[src/rtl/mc68030_bus_master_if.sv]
// Client request/response and 68030 local-bus signals for mc68030_bus_master.
//   master : the bus initiator's view. It takes client requests and bus
//            responses in, and drives client responses and bus controls out.
//   slave  : the opposite view, for the client and the memory side.
// Signal summary:
//   REQ/REQ_A/REQ_RW/REQ_SIZ/REQ_BURST/REQ_WDATA  client request
//   REQ_ACK/RDATA/RVALID/RBEAT/DONE/ERR           client response
//   A/SIZ/RW30/AS30/DS30/CBREQ/D_OUT/D_OE         bus controls (strobes active low)
//   STERM/CBACK/D_IN                              bus responses (active low)
interface mc68030_bus_master_if;
    logic        REQ;
    logic [31:0] REQ_A;
    logic        REQ_RW;
    logic [1:0]  REQ_SIZ;
    logic        REQ_BURST;
    logic [31:0] REQ_WDATA;
    logic        REQ_ACK;
    logic [31:0] RDATA;
    logic        RVALID;
    logic [1:0]  RBEAT;
    logic        DONE;
    logic        ERR;
    logic [31:0] A;
    logic [1:0]  SIZ;
    logic        RW30;
    logic        AS30;
    logic        DS30;
    logic        CBREQ;
    logic [31:0] D_OUT;
    logic        D_OE;
    logic        STERM;
    logic        CBACK;
    logic [31:0] D_IN;

    modport master (
        input  REQ, REQ_A, REQ_RW, REQ_SIZ, REQ_BURST, REQ_WDATA,
               STERM, CBACK, D_IN,
        output REQ_ACK, RDATA, RVALID, RBEAT, DONE, ERR,
               A, SIZ, RW30, AS30, DS30, CBREQ, D_OUT, D_OE
    );

    modport slave (
        output REQ, REQ_A, REQ_RW, REQ_SIZ, REQ_BURST, REQ_WDATA,
               STERM, CBACK, D_IN,
        input  REQ_ACK, RDATA, RVALID, RBEAT, DONE, ERR,
               A, SIZ, RW30, AS30, DS30, CBREQ, D_OUT, D_OE
    );
endinterface

[src/rtl/mc68030_bus_master.sv]
// Synchronous-termination bus initiator for the 68030-style local bus.
// It turns one client request into a single bus cycle, or into a 4-beat
// line burst when a read burst is requested and the slave answers with CBACK.
// Ports:
//   CLK    bus clock; every state change happens on the rising edge
//   RESET  synchronous, active-high reset
//   bus    mc68030_bus_master_if.master (client and bus signals)
// Parameters:
//   TIMEOUT   clocks of STERM high per beat before the cycle aborts with ERR
//   IDLE_GAP  minimum clocks spent in GAP between cycles (>=1)
module mc68030_bus_master #(
    parameter int TIMEOUT  = 64,
    parameter int IDLE_GAP = 1
) (
    input  logic CLK,
    input  logic RESET,
    mc68030_bus_master_if.master bus
);

    localparam int TW = $clog2(TIMEOUT + 1);
    localparam int GW = $clog2(IDLE_GAP + 1);

    typedef enum logic [1:0] {S_IDLE, S_ASSERT, S_BEAT, S_GAP} state_t;

    state_t        state_q, state_d;
    logic [31:0]   a_q, a_d;
    logic [1:0]    siz_q, siz_d;
    logic          rw_q, rw_d;
    logic          as_q, as_d;
    logic          ds_q, ds_d;
    logic          cbreq_q, cbreq_d;
    logic [31:0]   dout_q, dout_d;
    logic          doe_q, doe_d;
    logic          ack_q, ack_d;
    logic [31:0]   rdata_q, rdata_d;
    logic          rvalid_q, rvalid_d;
    logic [1:0]    rbeat_q, rbeat_d;
    logic          done_q, done_d;
    logic          err_q, err_d;
    logic [TW-1:0] tmo_q, tmo_d;
    logic [GW-1:0] gap_q, gap_d;
    logic [1:0]    beat_q, beat_d;

    logic in_cycle;
    logic accept;
    logic tmo_hit;
    logic gap_last;
    logic burst_req;

    assign in_cycle  = (state_q == S_ASSERT) || (state_q == S_BEAT);
    assign accept    = in_cycle && !bus.STERM;
    // The counter holds the number of STERM-high edges already seen in this beat.
    assign tmo_hit   = in_cycle && bus.STERM && (tmo_q == TW'(TIMEOUT - 1));
    assign gap_last  = (gap_q == GW'(IDLE_GAP - 1));
    assign burst_req = bus.REQ_BURST && bus.REQ_RW;

    // State and registered outputs
    always_ff @(posedge CLK) begin
        if (RESET) begin
            state_q  <= S_IDLE;
            a_q      <= '0;
            siz_q    <= '0;
            rw_q     <= 1'b1;
            as_q     <= 1'b1;
            ds_q     <= 1'b1;
            cbreq_q  <= 1'b1;
            dout_q   <= '0;
            doe_q    <= 1'b0;
            ack_q    <= 1'b0;
            rdata_q  <= '0;
            rvalid_q <= 1'b0;
            rbeat_q  <= '0;
            done_q   <= 1'b0;
            err_q    <= 1'b0;
            tmo_q    <= '0;
            gap_q    <= '0;
            beat_q   <= '0;
        end else begin
            state_q  <= state_d;
            a_q      <= a_d;
            siz_q    <= siz_d;
            rw_q     <= rw_d;
            as_q     <= as_d;
            ds_q     <= ds_d;
            cbreq_q  <= cbreq_d;
            dout_q   <= dout_d;
            doe_q    <= doe_d;
            ack_q    <= ack_d;
            rdata_q  <= rdata_d;
            rvalid_q <= rvalid_d;
            rbeat_q  <= rbeat_d;
            done_q   <= done_d;
            err_q    <= err_d;
            tmo_q    <= tmo_d;
            gap_q    <= gap_d;
            beat_q   <= beat_d;
        end
    end

    // Next state
    always_comb begin
        state_d = state_q;
        unique case (state_q)
            S_IDLE: begin
                if (bus.REQ) state_d = S_ASSERT;
            end
            S_ASSERT: begin
                // Burst continues only if CBREQ and CBACK are both low on the terminating edge.
                if (!bus.STERM)   state_d = (!cbreq_q && !bus.CBACK) ? S_BEAT : S_GAP;
                else if (tmo_hit) state_d = S_GAP;
            end
            S_BEAT: begin
                if (!bus.STERM) begin
                    if (beat_q == 2'd3) state_d = S_GAP;
                end else if (tmo_hit) begin
                    state_d = S_GAP;
                end
            end
            S_GAP: begin
                if (gap_last) state_d = S_IDLE;
            end
            default: state_d = S_IDLE;
        endcase
    end

    // Next values of the registered outputs and counters
    always_comb begin
        a_d      = a_q;
        siz_d    = siz_q;
        rw_d     = rw_q;
        as_d     = as_q;
        ds_d     = ds_q;
        cbreq_d  = cbreq_q;
        dout_d   = dout_q;
        doe_d    = doe_q;
        ack_d    = 1'b0;
        rdata_d  = rdata_q;
        rvalid_d = 1'b0;
        rbeat_d  = rbeat_q;
        done_d   = 1'b0;
        err_d    = 1'b0;
        tmo_d    = tmo_q;
        gap_d    = gap_q;
        beat_d   = beat_q;

        unique case (state_q)
            S_IDLE: begin
                if (bus.REQ) begin
                    ack_d   = 1'b1;
                    a_d     = bus.REQ_A;
                    siz_d   = burst_req ? 2'b00 : bus.REQ_SIZ;
                    rw_d    = bus.REQ_RW;
                    as_d    = 1'b0;
                    ds_d    = 1'b0;
                    cbreq_d = !burst_req;
                    tmo_d   = '0;
                    beat_d  = '0;
                    if (!bus.REQ_RW) begin
                        dout_d = bus.REQ_WDATA;
                        doe_d  = 1'b1;
                    end
                end
            end
            S_ASSERT, S_BEAT: begin
                if (accept) begin
                    tmo_d = '0;
                    if (rw_q) begin
                        rvalid_d = 1'b1;
                        rbeat_d  = beat_q;
                        rdata_d  = bus.D_IN;
                    end
                    if (state_d == S_BEAT) begin
                        // Wrap within the 16-byte line.
                        a_d[3:2] = a_q[3:2] + 2'd1;
                        beat_d   = beat_q + 2'd1;
                        if (beat_q == 2'd2) cbreq_d = 1'b1;
                    end
                end else begin
                    tmo_d = tmo_q + TW'(1);
                end
                if (state_d == S_GAP) begin
                    as_d    = 1'b1;
                    ds_d    = 1'b1;
                    cbreq_d = 1'b1;
                    rw_d    = 1'b1;
                    doe_d   = 1'b0;
                    gap_d   = '0;
                    done_d  = accept;
                    err_d   = !accept;
                end
            end
            S_GAP: begin
                gap_d = gap_q + GW'(1);
            end
            default: ;
        endcase
    end

    assign bus.A       = a_q;
    assign bus.SIZ     = siz_q;
    assign bus.RW30    = rw_q;
    assign bus.AS30    = as_q;
    assign bus.DS30    = ds_q;
    assign bus.CBREQ   = cbreq_q;
    assign bus.D_OUT   = dout_q;
    assign bus.D_OE    = doe_q;
    assign bus.REQ_ACK = ack_q;
    assign bus.RDATA   = rdata_q;
    assign bus.RVALID  = rvalid_q;
    assign bus.RBEAT   = rbeat_q;
    assign bus.DONE    = done_q;
    assign bus.ERR     = err_q;

endmodule

[src/flat_wrapper.sv]
// flat-port wrapper written by rule: the top's interface ports become plain ports
module mc68030_bus_master_flat 
#(
    parameter int TIMEOUT  = 64,
    parameter int IDLE_GAP = 1
)
  (CLK, RESET, bus_REQ, bus_REQ_A, bus_REQ_RW, bus_REQ_SIZ, bus_REQ_BURST, bus_REQ_WDATA, bus_STERM, bus_CBACK, bus_D_IN, bus_REQ_ACK, bus_RDATA, bus_RVALID, bus_RBEAT, bus_DONE, bus_ERR, bus_A, bus_SIZ, bus_RW30, bus_AS30, bus_DS30, bus_CBREQ, bus_D_OUT, bus_D_OE);
  mc68030_bus_master_if bus_i ();
  input  logic CLK;
  input  logic RESET;
  input wire logic [$bits(bus_i.REQ)-1:0] bus_REQ;
  input wire logic [$bits(bus_i.REQ_A)-1:0] bus_REQ_A;
  input wire logic [$bits(bus_i.REQ_RW)-1:0] bus_REQ_RW;
  input wire logic [$bits(bus_i.REQ_SIZ)-1:0] bus_REQ_SIZ;
  input wire logic [$bits(bus_i.REQ_BURST)-1:0] bus_REQ_BURST;
  input wire logic [$bits(bus_i.REQ_WDATA)-1:0] bus_REQ_WDATA;
  input wire logic [$bits(bus_i.STERM)-1:0] bus_STERM;
  input wire logic [$bits(bus_i.CBACK)-1:0] bus_CBACK;
  input wire logic [$bits(bus_i.D_IN)-1:0] bus_D_IN;
  output wire logic [$bits(bus_i.REQ_ACK)-1:0] bus_REQ_ACK;
  output wire logic [$bits(bus_i.RDATA)-1:0] bus_RDATA;
  output wire logic [$bits(bus_i.RVALID)-1:0] bus_RVALID;
  output wire logic [$bits(bus_i.RBEAT)-1:0] bus_RBEAT;
  output wire logic [$bits(bus_i.DONE)-1:0] bus_DONE;
  output wire logic [$bits(bus_i.ERR)-1:0] bus_ERR;
  output wire logic [$bits(bus_i.A)-1:0] bus_A;
  output wire logic [$bits(bus_i.SIZ)-1:0] bus_SIZ;
  output wire logic [$bits(bus_i.RW30)-1:0] bus_RW30;
  output wire logic [$bits(bus_i.AS30)-1:0] bus_AS30;
  output wire logic [$bits(bus_i.DS30)-1:0] bus_DS30;
  output wire logic [$bits(bus_i.CBREQ)-1:0] bus_CBREQ;
  output wire logic [$bits(bus_i.D_OUT)-1:0] bus_D_OUT;
  output wire logic [$bits(bus_i.D_OE)-1:0] bus_D_OE;
  assign bus_i.REQ = bus_REQ;
  assign bus_i.REQ_A = bus_REQ_A;
  assign bus_i.REQ_RW = bus_REQ_RW;
  assign bus_i.REQ_SIZ = bus_REQ_SIZ;
  assign bus_i.REQ_BURST = bus_REQ_BURST;
  assign bus_i.REQ_WDATA = bus_REQ_WDATA;
  assign bus_i.STERM = bus_STERM;
  assign bus_i.CBACK = bus_CBACK;
  assign bus_i.D_IN = bus_D_IN;
  assign bus_REQ_ACK = bus_i.REQ_ACK;
  assign bus_RDATA = bus_i.RDATA;
  assign bus_RVALID = bus_i.RVALID;
  assign bus_RBEAT = bus_i.RBEAT;
  assign bus_DONE = bus_i.DONE;
  assign bus_ERR = bus_i.ERR;
  assign bus_A = bus_i.A;
  assign bus_SIZ = bus_i.SIZ;
  assign bus_RW30 = bus_i.RW30;
  assign bus_AS30 = bus_i.AS30;
  assign bus_DS30 = bus_i.DS30;
  assign bus_CBREQ = bus_i.CBREQ;
  assign bus_D_OUT = bus_i.D_OUT;
  assign bus_D_OE = bus_i.D_OE;
  mc68030_bus_master #(.TIMEOUT(TIMEOUT), .IDLE_GAP(IDLE_GAP)) u_core (.CLK(CLK), .RESET(RESET), .bus(bus_i));
endmodule
[config.mk]
export PLATFORM = sky130hd
export DESIGN_NAME = mc68030_bus_master_flat
export DESIGN_NICKNAME = d
export VERILOG_FILES = /design/src/rtl/mc68030_bus_master_if.sv /design/src/rtl/mc68030_bus_master.sv /design/src/flat_wrapper.sv
export SDC_FILE = /design/constraint.sdc
export NUM_CORES = 1
export LEC_CHECK = 0
export ABC_CLOCK_PERIOD_IN_PS = 2200
export CELL_PAD_IN_SITES_DETAIL_PLACEMENT = 0
export CELL_PAD_IN_SITES_GLOBAL_PLACEMENT = 1
export CORE_ASPECT_RATIO = 0.5
export CORE_MARGIN = 2
export CORE_UTILIZATION = 26
export DETAILED_ROUTE_END_ITERATION = 16
export PLACE_DENSITY_LB_ADDON = 0.12
export RECOVER_POWER = 25
export SETUP_SLACK_MARGIN = 0.4
export SLEW_MARGIN = 15
export SYNTH_ARGS = -nofsm -noshare
export SYNTH_HDL_FRONTEND = slang
export SYNTH_SLANG_ARGS = --single-unit
[constraint.sdc]
create_clock -name CLK -period 2.2 [get_ports CLK]
set_clock_uncertainty 0.05 [all_clocks]
set_input_delay 0.55 -clock CLK [delete_from_list [all_inputs] [get_ports CLK]]
set_output_delay 0.55 -clock CLK [all_outputs]
set_load 0.02 [all_outputs]
==> flow_metrics.tcl <==
set metrics [dict create \
    nNetsFinal 934 \
    dr.pass1.iters 4 \
    swShare 0.330 \
    synth-edff-count 0 \
    grt_pass1_wl_um 24500 \
    grt_overflow 0 \
    grt_pass1_vias 4461 \
    fp.dieH_um 97.5 \
    path_class "flip-flop to flip-flop" \
    row_count 34 \
    r2r_cells 8 \
    place.gp.congestion 0.779 \
    cts_root_buf "clkbuf_16" \
    seq_power_share 0.306 \
    syn_to_final_growth_pct 84.4 \
    cts_tree "built" \
    p_per_area_nw_per_um2 1020 \
    crit_family "simple AND/OR/NAND/NOR gates" \
    dpl.hpwl_um 10300 \
    ys_warn_count 0 \
    drt_wl_total_um 16600 \
    diodes 0 \
    p_int_mw 5.74 \
    worstPathRequired_ns 2.44 \
    die_area_um2 18600 \
    crit_path_max_fanout 4 \
    synthSimpleGateAreaFrac 0.229 \
    final_hold_viol_count 0 \
    htreeDepth 4 \
    r2r_setup_slack_ns 0.19 \
    worstReg2RegStart "u_core.state_q[1]" \
    worstPathCellList "inv_4, ha_4, nand2_4, o311ai_4, nand3_1, or4_4, o2111ai_2, o41ai_2" \
    dr_wl_met2_um 7960 \
    clockPowerShare 0.343 \
    io_pins 214 \
    cts_hold_buf 0 \
    insertion_delay_ns 0.41 \
    ant_nets 0 \
    synth_xor_xnor_area_share 0.0116 \
    critPathArrivalTime_ns 2.25 \
    ys_seq_area_frac 0.529 \
    die_w_um 191 \
    leakage_nw 3.61 \
    cts_buffers 17 \
    drtIter0Drc 130 \
    fmax_mhz 497 \
    finalMaxSlewViolations 0 \
    finalCriticalPeriod_ns 2.01 \
    setup_viol 0 \
    ir_worst_vdd_mv 0.572 \
    synth.mux.area_fraction 0.00248 \
    synthTopCellsByArea "dfxtp_1, nand2_1, a21oi_1" \
    synth_cell_types 40 \
    synth_top_area_share 0.529 \
    cts_buffer_depth 2 \
    max_slew_margin 0.447 \
    worst_slew_pin_slew_ns 0.829 \
    top_layer "met4" \
    cpPeakStageDelay_ns 0.54 \
    synth_compound_area_frac 0.169 \
    synth_nets 683 \
    vias_per_cell 4.41 \
    comb_power_share 0.351 \
    gr-usage-all-layers 0.170 \
    ys.flop_type "dfxtp_1" \
    post-route-util 0.486 \
    period_share 0.915 \
    rsz0062_at_grt "true" \
    vias 4717 \
    syn_area_um2 4540 \
    final_cell_area_um2 8380 \
    setup_tns_ns 0 \
    setup.worst_path.start "u_core.state_q[1]" \
    end_kind "flip-flop" \
    cts_sinks 120 \
    postSynthAreaPerCell_um2 7.95 \
    synth_top_area_cell "dfxtp_1" \
    synth_cells 571 \
    critPathLaunchType "flip-flop" \
    clk_pin_slew_worst_paths_ns 0.06 \
    ys_seq_elements 120 \
    wl_met3_um 962 \
    crit_slowest_cell "or4_4" \
    drc 0 \
    outcome "finished clean" \
    switching_power_mw 2.83 \
    port_buffers 213 \
    dpl_cell_area_um2 7160 \
    grt_max_degree 89 \
    maxCapViolCount 0 \
    timing.rr.end "u_core.gap_q" \
    initial_core_util 0.264 \
    core_um2 17200 \
    antenna_found_initial 0 \
    critPathBufInv 1 \
    synthAdderAreaFrac 0.0193 \
    wl_met1_um 7460 \
    cp-endpoint "u_core.gap_q" \
    async_flop_share 0 \
    worst-path-stages 8 \
    synth_top_family_by_area "simple AND/OR/NAND/NOR gates" \
    wl_per_cell_um 15.5 \
    holdCritPathClass "flip-flop to flip-flop" \
    layout-drive-gt1-share 0.223 \
]
[worst min path at each step]
stage	startpoint	endpoint	depth (start not counted)	slack, ns
after floorplan	u_core.tmo_q[1]	u_core.tmo_q[1]	2	0.40
after global placement	u_core.bus.D_OUT[11]	u_core.bus.D_OUT[11]	2	0.39
after detailed placement	u_core.bus.A[9]	u_core.bus.A[9]	2	0.40
after CTS	u_core.bus.A[9]	u_core.bus.A[9]	2	0.40
after global routing	u_core.bus.A[9]	u_core.bus.A[9]	2	0.41
final	u_core.bus.RDATA[11]	u_core.bus.RDATA[11]	2	0.40
[flip-flops by register name, summed over array words and instances (netlist names), 2 cells and up]
name              flops
u_core.bus.A         32
u_core.bus.D_OUT     32
u_core.bus.RDATA     32
u_core.tmo_q          7
u_core.beat_q         2
u_core.bus.RBEAT      2
u_core.bus.SIZ        2
u_core.state_q        2
[power by group through the flow]
stage	Sequential, mW	Clock, mW	Combinational [mW]
floorplan	2.94	0	0.973
global placement	2.65	0	2.54
detailed placement	2.66	0	2.54
CTS	2.61	3.01	2.63
global route	2.66	3.12	3.25
finish	2.62	2.94	3.00
[layout by cell type, fill, tap and decap left out, types with 3 or more instances in the layout]
cell,instances
a211oi_2,3
a21oi_1,82
a21oi_2,22
buf_12,5
buf_4,33
buf_6,6
bufinv_16,3
clkbuf_1,5
clkbuf_16,24
clkbuf_8,4
clkdlybuf4s50_1,101
clkinvlp_4,4
dfxtp_1,116
dlygate4sd2_1,108
ha_4,3
inv_1,7
nand2_1,167
nand2_2,29
nand2_4,14
nand3_1,3
nor2_1,19
nor3_1,3
o21ai_0,6
o21ai_1,3
or3_1,3
xnor2_1,3
xor2_1,3
[through the flow]
step	cells	hold slack [ns]	worst slack, ns	total power, mW
floorplan	571	0.399	0.198	3.92
global placement	1012	0.391	-0.238	5.19
detailed placement	1012	0.397	-0.271	5.20
CTS	1054	0.402	0.139	8.26
global route	1069	0.413	0.0761	9.02
finish	1069	0.398	0.186	8.56
[timing repair]
item / 4_1_cts / 5_1_grt
pin swaps: 8 / 28
gates cloned: 2 / 8
resized for setup: 137 / 99
buffers inserted: 8 / 7
setup endpoints to repair: 188 / 78
[final cells by class]
cell class                      count  area, um2
Timing Repair Buffer              269       2650
Clock inverter                     10        143
Sequential cell                   120       2410
Clock buffer                       22        484
Tap cell                          234        293
Fill cell                        1725       8850
Inverter                            9       38.8
Multi-Input combinational cell    405       2360
[cells in the mapped netlist, drive strengths merged (3+ instances only)]
library cell,number
nand2,211
dfxtp,120
a21oi,104
clkbuf,33
nor2,22
o21ai,10
inv,9
ha,7
a211oi,5
buf,4
nor3,4
nand3,3
nand4,3
o31ai,3
or3,3
xnor2,3
xor2,3
[tightest hold or removal path, delay by kind of cell (launching register included)]
family             cells  cell delay [ns]
AOI/OAI and AO/OA      1             0.05
and+or+nand+nor        1             0.05
DFF                    1             0.30
[cells by family (layout without fill, tap and decap cells)]
| family | count (synthesis) | count (layout) |
|---|---|---|
| AOI/OAI and AO/OA | 135 | 135 |
| xor gates and xnor gates | 6 | 6 |
| adders and majority gates | 7 | 7 |
| buffers and inverters | 46 | 310 |
| DFF | 120 | 120 |
| muxes | 1 | 1 |
| and+or+nand+nor | 256 | 256 |
[routing by layer]
| layer | GRT usage | up-vias |
|---|---|---|
| met4 | 0.0525 | 0 |
| met1 | 0.203 | 2201 |
| met2 | 0.288 | 102 |
| met3 | 0.0578 | 16 |
| li1 | - | 2398 |
| met5 | 0 | - |
Power figures use the tool's default switching activity.
